`src/rtl/stream_arb_pkg.sv`:
```
// Shared state encoding, width helper and default throttle level for the stream FIFO arbiter.
package stream_arb_pkg;

    typedef logic [0:0] arb_state_t;
    localparam arb_state_t ST_ARB   = 1'b0;
    localparam arb_state_t ST_GRANT = 1'b1;

    localparam int DEF_DEPTH    = 16384;
    localparam int DEF_HEADROOM = 4;
    localparam int THROTTLE_LVL = DEF_DEPTH - DEF_HEADROOM;

    // Index width for n items; a single bit is kept even for n <= 2.
    function automatic int id_width(input int n);
        return (n <= 2) ? 1 : $clog2(n);
    endfunction

endpackage

```
`src/rtl/rr_pick.sv`:
```
// Round-robin priority search: first set request at or after start_i, wrapping modulo N.
module rr_pick
    import stream_arb_pkg::*;
#(
    parameter int N     = 4,
    parameter int IDX_W = id_width(N)
) (
    input  logic [N-1:0]     req_i,
    input  logic [IDX_W-1:0] start_i,
    output logic             found_o,
    output logic [IDX_W-1:0] idx_o
);

    // Wrap by explicit compare so non-power-of-two N never aliases onto invalid lanes.
    function automatic logic [IDX_W-1:0] wrap_idx(input logic [IDX_W-1:0] base, input int off);
        int sum;
        sum = int'(base) + off;
        if (sum >= N) begin
            sum = sum - N;
        end
        return IDX_W'(sum);
    endfunction

    logic [IDX_W-1:0] cand;

    always_comb begin
        found_o = 1'b0;
        idx_o   = '0;
        cand    = '0;
        for (int k = 0; k < N; k++) begin
            cand = wrap_idx(start_i, k);
            if (!found_o && req_i[cand]) begin
                found_o = 1'b1;
                idx_o   = cand;
            end
        end
    end

endmodule

```
`src/rtl/stream_fifo_rr_arbiter.sv`:
```
// Round-robin, burst-limited merge of N_IN AXI-Stream lanes into one FIFO input with almost-full throttling.
// Optional per-lane beat and throttle-cycle statistics are enabled with `define STREAM_ARB_STATS_EN.
module stream_fifo_rr_arbiter
    import stream_arb_pkg::*;
#(
    parameter int N_IN      = 4,
    parameter int WIDTH     = 8,
    parameter int DEPTH     = DEF_DEPTH,
    parameter int CNT_W     = 14,
    parameter int BURST_LEN = 16,
    parameter int HEADROOM  = DEF_HEADROOM,
    parameter int ID_W      = id_width(N_IN)
) (
    input  logic                  ap_clk,
    input  logic                  ap_rst,
    input  logic [N_IN*WIDTH-1:0] in_tdata,
    input  logic [N_IN-1:0]       in_tvalid,
    output logic [N_IN-1:0]       in_tready,
    output logic [WIDTH-1:0]      fifo_tdata,
    output logic [ID_W-1:0]       fifo_tid,
    output logic                  fifo_tvalid,
    input  logic                  fifo_tready,
    input  logic [CNT_W-1:0]      fifo_count,
    output logic [ID_W-1:0]       grant_idx,
    output logic                  throttled
`ifdef STREAM_ARB_STATS_EN
    ,
    output logic [N_IN*32-1:0]    beat_cnt_all,
    output logic [31:0]           throttle_cycles
`endif
);

    localparam int BC_W = id_width(BURST_LEN);
    localparam int TC_W = $clog2(BURST_LEN + 1);
    localparam logic [BC_W-1:0]  LAST_BEAT   = BC_W'(BURST_LEN - 1);
    localparam logic [TC_W-1:0]  STARVE_AT   = TC_W'(BURST_LEN);
    localparam logic [CNT_W:0]   THROTTLE_AT = (CNT_W + 1)'(DEPTH - HEADROOM);

    arb_state_t       state_q, state_d;
    logic [ID_W-1:0]  grant_q, grant_d;
    logic [BC_W-1:0]  beat_q, beat_d;
    logic [TC_W-1:0]  thr_cnt_q, thr_cnt_d;
    logic             throttled_q;
    logic             out_valid_q;
    logic [WIDTH-1:0] out_data_q;
    logic [ID_W-1:0]  out_tid_q;

    logic [WIDTH-1:0] lane [N_IN];
    logic [ID_W-1:0]  arb_start;
    logic             pick_found;
    logic [ID_W-1:0]  pick_idx;
    logic             out_free;
    logic             can_take;
    logic             accept;
    logic             starve_release;

    for (genvar i = 0; i < N_IN; i++) begin : g_lane
        assign lane[i] = in_tdata[i*WIDTH +: WIDTH];
    end

    assign arb_start = (grant_q == ID_W'(N_IN - 1)) ? '0 : grant_q + ID_W'(1);

    rr_pick #(
        .N     (N_IN),
        .IDX_W (ID_W)
    ) u_pick (
        .req_i   (in_tvalid),
        .start_i (arb_start),
        .found_o (pick_found),
        .idx_o   (pick_idx)
    );

    assign out_free       = !out_valid_q || fifo_tready;
    assign can_take       = out_free && !throttled_q;
    assign starve_release = (state_q == ST_GRANT) && throttled_q && (thr_cnt_q == STARVE_AT);

    // Ready is also gated by reset so a beat presented in the reset cycle is never taken.
    always_comb begin
        in_tready = '0;
        if ((state_q == ST_GRANT) && can_take && !ap_rst) begin
            in_tready[grant_q] = 1'b1;
        end
    end

    assign accept = |(in_tvalid & in_tready);

    always_comb begin
        state_d   = state_q;
        grant_d   = grant_q;
        beat_d    = beat_q;
        thr_cnt_d = '0;
        if ((state_q == ST_GRANT) && throttled_q) begin
            thr_cnt_d = (thr_cnt_q == STARVE_AT) ? thr_cnt_q : thr_cnt_q + TC_W'(1);
        end
        case (state_q)
            ST_ARB: begin
                if (pick_found) begin
                    grant_d = pick_idx;
                    beat_d  = '0;
                    state_d = ST_GRANT;
                end
            end
            ST_GRANT: begin
                if (accept) begin
                    beat_d = beat_q + BC_W'(1);
                end
                if (accept && (beat_q == LAST_BEAT)) begin
                    state_d = ST_ARB;
                end else if (!in_tvalid[grant_q] && can_take) begin
                    state_d = ST_ARB;
                end else if (starve_release) begin
                    state_d = ST_ARB;
                end
            end
            default: state_d = ST_ARB;
        endcase
    end

    always_ff @(posedge ap_clk) begin
        if (ap_rst) begin
            state_q     <= ST_ARB;
            grant_q     <= ID_W'(N_IN - 1);
            beat_q      <= '0;
            thr_cnt_q   <= '0;
            throttled_q <= 1'b0;
        end else begin
            state_q     <= state_d;
            grant_q     <= grant_d;
            beat_q      <= beat_d;
            thr_cnt_q   <= thr_cnt_d;
            throttled_q <= ({1'b0, fifo_count} >= THROTTLE_AT);
        end
    end

    // Single output stage: a held beat is only replaced once the FIFO has taken it.
    always_ff @(posedge ap_clk) begin
        if (ap_rst) begin
            out_valid_q <= 1'b0;
            out_data_q  <= '0;
            out_tid_q   <= '0;
        end else if (accept) begin
            out_valid_q <= 1'b1;
            out_data_q  <= lane[grant_q];
            out_tid_q   <= grant_q;
        end else if (fifo_tready) begin
            out_valid_q <= 1'b0;
        end
    end

    assign fifo_tvalid = out_valid_q;
    assign fifo_tdata  = out_data_q;
    assign fifo_tid    = out_tid_q;
    assign grant_idx   = grant_q;
    assign throttled   = throttled_q;

`ifdef STREAM_ARB_STATS_EN
    logic [31:0] stat_q [N_IN];
    logic [31:0] thr_cycles_q;

    // Saturating counters so long runs never wrap back to small values.
    always_ff @(posedge ap_clk) begin
        if (ap_rst) begin
            for (int i = 0; i < N_IN; i++) begin
                stat_q[i] <= '0;
            end
            thr_cycles_q <= '0;
        end else begin
            for (int i = 0; i < N_IN; i++) begin
                if (in_tvalid[i] && in_tready[i] && (stat_q[i] != '1)) begin
                    stat_q[i] <= stat_q[i] + 32'd1;
                end
            end
            if (throttled_q && (thr_cycles_q != '1)) begin
                thr_cycles_q <= thr_cycles_q + 32'd1;
            end
        end
    end

    for (genvar i = 0; i < N_IN; i++) begin : g_stat
        assign beat_cnt_all[i*32 +: 32] = stat_q[i];
    end
    assign throttle_cycles = thr_cycles_q;
`endif

endmodule

```
`config.mk`:
```
export PLATFORM = sky130hd
export DESIGN_NAME = stream_fifo_rr_arbiter
export DESIGN_NICKNAME = d
export VERILOG_FILES = /design/src/rtl/stream_arb_pkg.sv /design/src/rtl/rr_pick.sv /design/src/rtl/stream_fifo_rr_arbiter.sv
export SDC_FILE = /design/constraint.sdc
export NUM_CORES = 1
export LEC_CHECK = 0
export ABC_CLOCK_PERIOD_IN_PS = 4100
export BUFFER_PORTS_ARGS = -buffer_cell sky130_fd_sc_hd__clkbuf_2
export CAP_MARGIN = 5
export CORE_AREA = 2 2 50 71
export CTS_BUF_LIST = sky130_fd_sc_hd__clkbuf_16
export DETAILED_ROUTE_END_ITERATION = 8
export DIE_AREA = 0 0 52 73
export PLACE_DENSITY = 0.81
export SYNTH_ARGS = -nofsm -noshare
export SYNTH_HDL_FRONTEND = slang
export SYNTH_SLANG_ARGS = --single-unit
```
`constraint.sdc`:
```
create_clock -name ap_clk -period 4.1 [get_ports ap_clk]
set_input_delay 0.615 -clock ap_clk [delete_from_list [all_inputs] [get_ports ap_clk]]
set_output_delay 0.615 -clock ap_clk [all_outputs]
set_load 0.02 [all_outputs]
```
==> run summary, run 1 <==
Full die area: 0.00380 sq mm
Ant diodes: 0
Gr ovfl total: 0
Max Cap Viol: 0
CTS resizes: 0
Detailed Route WL: 3.52 mm
FF/Latch Area: 480 sq um
# rows: 25
Wire length per cell: 13.6 um
Clock Sinks: 24
Hold Path End: fifo_tid[0]
Multi-input gate area: 945 sq um
FF-to-FF path depth: 6
Tcrit/Tclk final: 60.9%
Worst Hold Path Cells: 2
Reg-to-Reg Start: grant_idx[0]
CTS tree: done
Yosys reg bits: 24
Min Clock Period, post-route: 2.50 ns
Hold_buf cts: 0
Mapped cell area: 0.00149 sq mm
Max Fclk: 0.401 GHz
Final setup fails: 0
Number of flops mapped to enable cells by yosys: 0
Clock Skew: 0.00399 ns
IO Count: 71
Vias: 1386
Setup total negative slack: 0 ns
Peak supply drop: 0.233 mV
Layout Nets: 280
Startpoint Class: flop
Vias in the first global route: 1395
Post-route DRC: 0
Most common cell after layout, fill and taps aside: clkbuf_2
Share of layout cells above drive strength 1: 42.0%
Slew Viols, Final: 0
HP Start: fifo_tid[0]
Fill count: 292
DIE WIDTH: 52 um
Clock-pin slew on the worst setup and hold paths: 0.06 ns
Area grow syn2layout: 30.5%
Placer's final routability congestion estimate: 0.801
Mapped Cells: 154
Hold Path Class: reg -> reg
DP Wirelength: 2.74 mm
RSZ-0062 raised after global routing: no
Iter 0 DRT Violations: 35
Clock Tree Buf Depth: 2
Global Route Usage Sum: 20.4%
Initial antenna violation count: 0
Num CTS Buffers: 3
Maximum number of pins on one net before global-route repair: 21
Most frequent cells in the layout: 68 x clkbuf_2, 27 x nand2_1, 24 x dfxtp_1
Predominant post-synthesis flop cell: dfxtp_1
Worst skew pair latency: 0.26 ns
Top-area cell type share of the netlist area: 32.3%
Antenna-violating nets left: 0
Placed cells: 255
Clock H-tree levels: 1
CP Max Fanout: 17
IO Port Bufs: 68
Pre-antenna DRT Iters: 4
Slew headroom: 44.4%
Synth top area cells: dfxtp_1 32%, mux4_2 12%, nand2_1 6.8%, ha_1 5.9%, a21oi_2 4.1%
Worst setup EP type: output port
First-pass GRT wire length: 6.01 mm
Post-CTS Setup Inserts: 0
Root Buffer: clkbuf_16
Synth Warn #: 0
Initial core utilization: 46.1%
Ys async rst share: 0%
Slowest CP cell: dfxtp_1
Run status: complete, no violations
CP Class: reg -> out
Die Height: 73 um
CP max stage delay: 0.86 ns
Worst Path Arrival: 1.88 ns
R2R Setup Slk: 1.64 ns
Post-synthesis sequential area ratio: 32.3%
Reg-to-reg endpoint: beat_q[3]
Final hold violation count: 0
Synth area leader: dfxtp_1
P_leak: 0.858 nW
Vias per inst: 5.35
Power per Cell Area: 398 mW/mm^2
Required time of the critical path: 3.48 ns
Syn nets: 214
CP cell instances: inv_1, ha_1, and2_1, clkbuf_2
Number of distinct library cells after synthesis: 45
Syn avg cell area: 9.65 sq um
Post-Layout Cell Count: 259
Worst-Margin Slew: 0.832 ns
Critical path origin: grant_idx[0]
Core area: 0.00322 sq mm
layout make-up:
cell class | instances | area share (%)
flip-flops and latches | 24 | 24.8
clock inverters | 1 | 1.55
repair buffers | 68 | 17.5
clock buffers | 3 | 3.87
well taps | 40 | 2.58
inverters | 5 | 0.968
multi-input cells | 118 | 48.7
cell usage after synthesis, types with 3 or more instances:
cell      count
mux4_2        8
nor2_1        7
inv_1         5
clkbuf_1      3
nand3b_1      4
nand2b_1      3
dfxtp_1      24
nand2_1      27
a21oi_2       7
a21oi_1       9
and2_1        4
nand3_1       6
ha_1          7
layer usage:
layer | GRT usage (%) | share of wire, %
met3 | 2.46 | 3.2
met4 | 8.19 | 2.0
met2 | 36.7 | 54
met1 | 23.8 | 40
met5 | 0 | 0
logic make-up (layout without fill, tap and decap cells):
logic type / count (synthesis) / after routing / synth area share, %
simple gates: 64 / 64 / 21.8
compound gates: 32 / 32 / 18.3
flops: 24 / 24 / 32.3
buf+inv: 12 / 77 / 4.12
mux: 11 / 11 / 15.2
fa+ha+maj: 7 / 7 / 5.89
xor+xnor: 4 / 4 / 2.36
metrics by stage:
| step | power [W] | area, sq um | utilization (%) | hold WS (ns) | setup slack [ns] |
|---|---|---|---|---|---|
| 2_1_floorplan | 0.000441 | 1490 | - | 0.435 | 1.98 |
| 6_report | 0.000773 | 1940 | 60.2 | 0.454 | 1.60 |
| 5_1_grt | 0.000812 | 1940 | 60.2 | 0.483 | 1.38 |
| 3_3_place_gp | 0.000498 | 1830 | 56.9 | 0.443 | 1.65 |
| 4_1_cts | 0.000778 | 1940 | 60.2 | 0.458 | 1.55 |
| 3_5_place_dp | 0.000505 | 1830 | 56.9 | 0.449 | 1.60 |
worst max-delay path: cells and delay by family, from the launching register on:
| kind | cells | cell delay (ns) |
|---|---|---|
| flops | 1 | 0.86 |
| buf+inv | 2 | 0.33 |
| fa+ha+maj | 1 | 0.29 |
| simple gates | 1 | 0.14 |
state kept, by name, indices dropped and copies added (netlist names):
signal / flops
fifo_tdata: 8
state_q: 1
throttled: 1
fifo_tvalid: 1
beat_q: 4
thr_cnt_q: 5
grant_idx: 2
fifo_tid: 2
power by group:
group	leakage [nW]	internal, W	switching [W]
registers	0.195	0.000249	0.0000327
clock network	0.0511	0.000194	0.0000809
logic	0.612	0.000111	0.000106
total	0.858	0.000553	0.000219
how the worst max path moves through the flow:
stage | to | cells past startpoint
floorplan | fifo_tid[1] | 8
global placement | in_tready[1] | 5
detailed placement | beat_q[3] | 6
CTS | in_tready[2] | 4
global route | beat_q[2] | 6
finish | in_tready[2] | 4
Power figures use the tool's default switching activity.
==> inputs of run 2 (changes only) <==
Settings changed: ABC_CLOCK_PERIOD_IN_PS 4100 to 2450, CORE_AREA 2 2 50 71 to 2 2 52 73, DIE_AREA 0 0 52 73 to 0 0 54 75, PLACE_DENSITY 0.81 to 0.76.
Clock period 4.1 ns to 2.45 ns, I/O delays scaled along.
==> run 2 against run 1 <==
Sequential share of layout area is essentially flat. Sequential cell count is the same. Global-route usage down 0.85 points. Final cell count is 1.2% higher. Sequential power up 59%. First-iteration DRC count decreased by 23%. Via count fell by 0.51%. Register-to-register slack worse by 1.2 ns. Wire length increased by 3.2%. Critical endpoint is now beat_q[3]. Largest cell class unchanged.
==> run summary, run 2 (synthesized netlist as in run 1, its figures left out) <==
Full die area: 0.00405 sq mm
Worst-Margin Slew: 0.485 ns
Min Clock Period, post-route: 1.97 ns
Clock Tree Buf Depth: 2
Num CTS Buffers: 3
RSZ-0062 raised after global routing: no
Hold_buf cts: 0
R2R Setup Slk: 0.48 ns
Initial core utilization: 44.0%
Slew Viols, Final: 0
Startpoint Class: flop
Max Fclk: 0.507 GHz
Worst Path Arrival: 2.16 ns
Hold Path Class: in -> reg
Worst setup EP type: flop
FF-to-FF path depth: 6
Min Hold Slack: 0.313 ns
Most common cell after layout, fill and taps aside: clkbuf_2
Ant diodes: 0
Pre-antenna DRT Iters: 4
Vias in the first global route: 1345
Slew headroom: 67.7%
Maximum number of pins on one net before global-route repair: 20
Placer's final routability congestion estimate: 0.782
CP Max Fanout: 14
Share of layout cells above drive strength 1: 42.3%
Vias per inst: 5.26
Max Cap Viol: 0
First-pass GRT wire length: 5.83 mm
Wire length per cell: 13.9 um
Post-CTS Setup Inserts: 0
IO Port Bufs: 68
Post-route DRC: 0
DP Wirelength: 2.87 mm
Core Util, Final: 57.3%
Clock Skew: 0.00268 ns
IO Count: 71
Clock-pin slew on the worst setup and hold paths: 0.06 ns
Run status: complete, no violations
Detailed Route WL: 3.64 mm
Required time of the critical path: 2.64 ns
Most frequent cells in the layout: 68 x clkbuf_2, 27 x nand2_1, 24 x dfxtp_1
Worst Hold Path Cells: 3
Vias: 1379
Setup total negative slack: 0 ns
DIE WIDTH: 54 um
P_leak: 0.859 nW
Initial antenna violation count: 0
Worst skew pair latency: 0.26 ns
Final hold violation count: 0
CTS resizes: 0
Core area: 0.00338 sq mm
Max reg flops: 8
Layout Nets: 283
Gr ovfl total: 0
Antenna-violating nets left: 0
Peak supply drop: 0.371 mV
Final setup fails: 0
# rows: 25
CTS tree: done
Global Route Usage Sum: 19.5%
CP Class: reg -> reg
Tcrit/Tclk final: 80.5%
Iter 0 DRT Violations: 27
Area grow syn2layout: 30.2%
Power per Cell Area: 620 mW/mm^2
Root Buffer: clkbuf_16
Die Height: 75 um
Clock Sinks: 24
Clock H-tree levels: 1
Fill count: 323
-- run 2: cell count changes in the layout (fill, tap and decap cells not counted), sizes merged --
cell	delta
clkinv	+1
buf	+3
bufinv	-1
-- run 2: power by group --
part / switching [W] / internal, W / total (W)
Clock: 0.000140 / 0.000218 / 0.000358
Combinational: 0.000203 / 0.000194 / 0.000397
Sequential: 0.0000294 / 0.000416 / 0.000446
-- run 2: cell type report --
| type | count | area [sq um] | area share (%) |
|---|---|---|---|
| well taps | 40 | 50.0 | 2.59 |
| clock buffers | 3 | 75.1 | 3.88 |
| multi-input cells | 118 | 945 | 48.8 |
| repair buffers | 71 | 363 | 18.7 |
| inverters | 5 | 18.8 | 0.970 |
| flip-flops and latches | 24 | 480 | 24.8 |
| clock inverters | 1 | 3.75 | 0.194 |
-- run 2: through the flow --
stage	cells	total power (W)	worst slack, ns	area (sq um)
after floorplan	154	0.000738	0.335	1490
after global placement	258	0.000844	0.541	1860
after detailed placement	258	0.000851	0.503	1860
after CTS	262	0.00121	0.464	1940
after global routing	262	0.00126	0.352	1940
final	262	0.00120	0.477	1940
-- run 2: critical path: stages, from the launching register on --
cell	delay (ns)
dfxtp_1	0.49
inv_1	0.10
ha_1	0.22
a22o_4	0.27
o2111a_1	0.43
nand4_1	0.19
mux2i_1	0.20
-- run 2: routing by layer --
layer | wire length [um] | vias up | GRT usage (%)
li1 | - | 695 | -
met4 | 88 | 0 | 10.0
met2 | 1960 | 34 | 34.0
met3 | 114 | 7 | 1.19
met1 | 1480 | 643 | 23.8
met5 | 0 | - | 0
-- run 2: worst paths after layout --
check / end / start
worst min register to register: fifo_tdata[0] / fifo_tdata[0]
worst max-delay path: beat_q[3] / grant_idx[1]
worst max register to register: beat_q[3] / grant_idx[1]
worst min-delay path: throttled / fifo_count[6]
==> inputs of run 3 (changes only) <==
Settings changed: ABC_CLOCK_PERIOD_IN_PS 2450 to 1800, CORE_AREA 2 2 52 73 to 2 2 54 76, DIE_AREA 0 0 54 75 to 0 0 56 78, PLACE_DENSITY 0.76 to 0.74.
Clock period 2.45 ns to 1.8 ns, I/O delays scaled along.
==> run 3 against run 2 <==
Die area increased by 7.9%. Combinational power increased by 42%. Final cell count increased by 2.7%. Wire length decreased by 4.0%. Register-to-register slack got worse by 0.37 ns. Sequential power increased by 37%. Sequential cell count unchanged. First-iteration DRC count increased by 33%. Clock skew increased by 0.00071 ns. Count of clock-buffer cells in the layout unchanged. Global-route usage decreased by 3.0 points.
==> run summary, run 3 (synthesized netlist as in run 1, its figures left out) <==
Run status: complete, no violations
Gr ovfl total: 0
Worst setup EP type: flop
Wire length per cell: 13.0 um
Antenna-violating nets left: 0
Share of layout cells above drive strength 1: 44.9%
Global Route Usage Sum: 16.6%
P_leak: 0.897 nW
Layout Nets: 288
Final hold violation count: 0
Slew headroom: 78.1%
Area grow syn2layout: 35.4%
Fin area: 0.00201 sq mm
Post-route DRC: 0
CP Max Fanout: 11
Pre-antenna DRT Iters: 4
Tcrit/Tclk final: 94.1%
Detail Route met3 WL: 110 um
Placer's final routability congestion estimate: 0.794
Power per Cell Area: 899 mW/mm^2
Detailed Route WL: 3.49 mm
Most frequent cells in the layout: 68 x clkbuf_2, 27 x nand2_1, 22 x dfxtp_1
Clock H-tree levels: 1
Peak supply drop: 0.599 mV
Slew Viols, Final: 0
Startpoint Class: flop
CP Depth: 7
Most common cell after layout, fill and taps aside: clkbuf_2
CP max stage delay: 0.39 ns
Worst skew pair latency: 0.26 ns
Initial core utilization: 40.8%
Max reg flops: 8
IO Count: 71
R2R Setup Slk: 0.11 ns
Vias in the first global route: 1395
Hold Path Class: in -> reg
Critical path origin: grant_idx[1]
Placed Area: 0.00189 sq mm
Core area: 0.00364 sq mm
Setup total negative slack: 0 ns
Max Cap Viol: 0
First-pass GRT wire length: 5.89 mm
Vias: 1407
Reg-to-Reg Start: grant_idx[1]
Initial antenna violation count: 0
Maximum number of pins on one net before global-route repair: 20
# rows: 26
Min Hold Slack: 0.224 ns
Max Used Layer: met4
Ant diodes: 0
Clock Sinks: 24
Dpl ws: 0.115 ns
Min Clock Period, post-route: 1.69 ns
CP cell instances: inv_1, ha_1, a22o_4, o2111a_1, buf_4, nand2_1, a21oi_2
Root Buffer: clkbuf_16
Slowest CP cell: dfxtp_4
DIE WIDTH: 56 um
CP Buf/Inv Count: 2
Full die area: 0.00437 sq mm
Vias per inst: 5.23
DP Wirelength: 2.77 mm
Worst Hold Path Cells: 3
Clock Tree Buf Depth: 2
Num CTS Buffers: 3
Fin worst setup slack: 0.106 ns
RSZ-0062 raised after global routing: yes
CP Class: reg -> reg
DR WL met2: 1.92 mm
Met1 wire length: 1.39 mm
Die Height: 78 um
Worst-Margin Slew: 0.325 ns
Reg-to-reg endpoint: fifo_tid[1]
Required time of the critical path: 1.95 ns
Worst setup path endpoint: fifo_tid[1]
CTS tree: done
Clock-pin slew on the worst setup and hold paths: 0.06 ns
Iter 0 DRT Violations: 36
CP top delay family: compound AO/OA/AOI/OAI gates
FF-to-FF path depth: 7
IO Port Bufs: 68
Final setup fails: 0
Max Fclk: 0.590 GHz
Worst Path Arrival: 1.84 ns
Clock Skew: 0.00339 ns
## run 3: changes by cell type in the layout (fill, tap and decap cells not counted), sizes merged
| cell | change |
|---|---|
| buf | +5 |
| clkinv | -1 |
| bufinv | +1 |
## run 3: area by class of cell
type | instances | area (sq um)
multi-input combinational | 118 | 945
inverter | 5 | 18.8
sequential | 24 | 488
tap | 42 | 52.6
fill | 350 | 1630
timing repair buffer | 76 | 404
clock buffer | 3 | 75.1
clock inverter | 1 | 30.0
## run 3: through the flow
step / total power, W / cells / util (%)
after floorplan: 0.00102 / 154 / -
after global placement: 0.00117 / 263 / 51.9
after detailed placement: 0.00117 / 263 / 51.9
after CTS: 0.00181 / 267 / 54.7
after global routing: 0.00191 / 269 / 55.3
final: 0.00181 / 269 / 55.3
## run 3: routing by layer
metal  vias up  GRT usage, %
met5         -             0
met1       661          18.3
met2        30          30.9
met4         0          7.62
met3         7          1.83
li1        709             -
## run 3: how the worst min path moves through the flow
stage	slack, ns	end	from
6_report	0.22	throttled	fifo_count[11]
4_1_cts	0.23	throttled	fifo_count[11]
5_1_grt	0.24	throttled	fifo_count[4]
3_5_place_dp	0.45	fifo_tdata[6]	fifo_tdata[6]
3_3_place_gp	0.44	fifo_tdata[0]	fifo_tdata[0]
2_1_floorplan	0.39	throttled	fifo_count[6]
## run 3: worst register-to-register path: cells and delay by family (launching register included)
| family | cells | cell delay, ns |
|---|---|---|
| adders and majority gates | 1 | 0.21 |
| buffers and inverters | 2 | 0.26 |
| DFF | 1 | 0.39 |
| AOI/OAI and AO/OA | 3 | 0.63 |
| and+or+nand+nor | 1 | 0.09 |
## run 3: timing repair
action / 4_1_cts / 5_1_grt
endpoints found under the hold margin: 0 / 0
resized for setup: 0 / 1
hold buffers: 0 / 0
buffers inserted: 0 / 2
endpoints found under the setup margin: 0 / 3
## run 3: report_power, final
part,total [W],internal (W),switching [W]
clock network,0.000637,0.000442,0.000195
logic,0.000565,0.000285,0.000280
registers,0.000609,0.000571,0.0000376
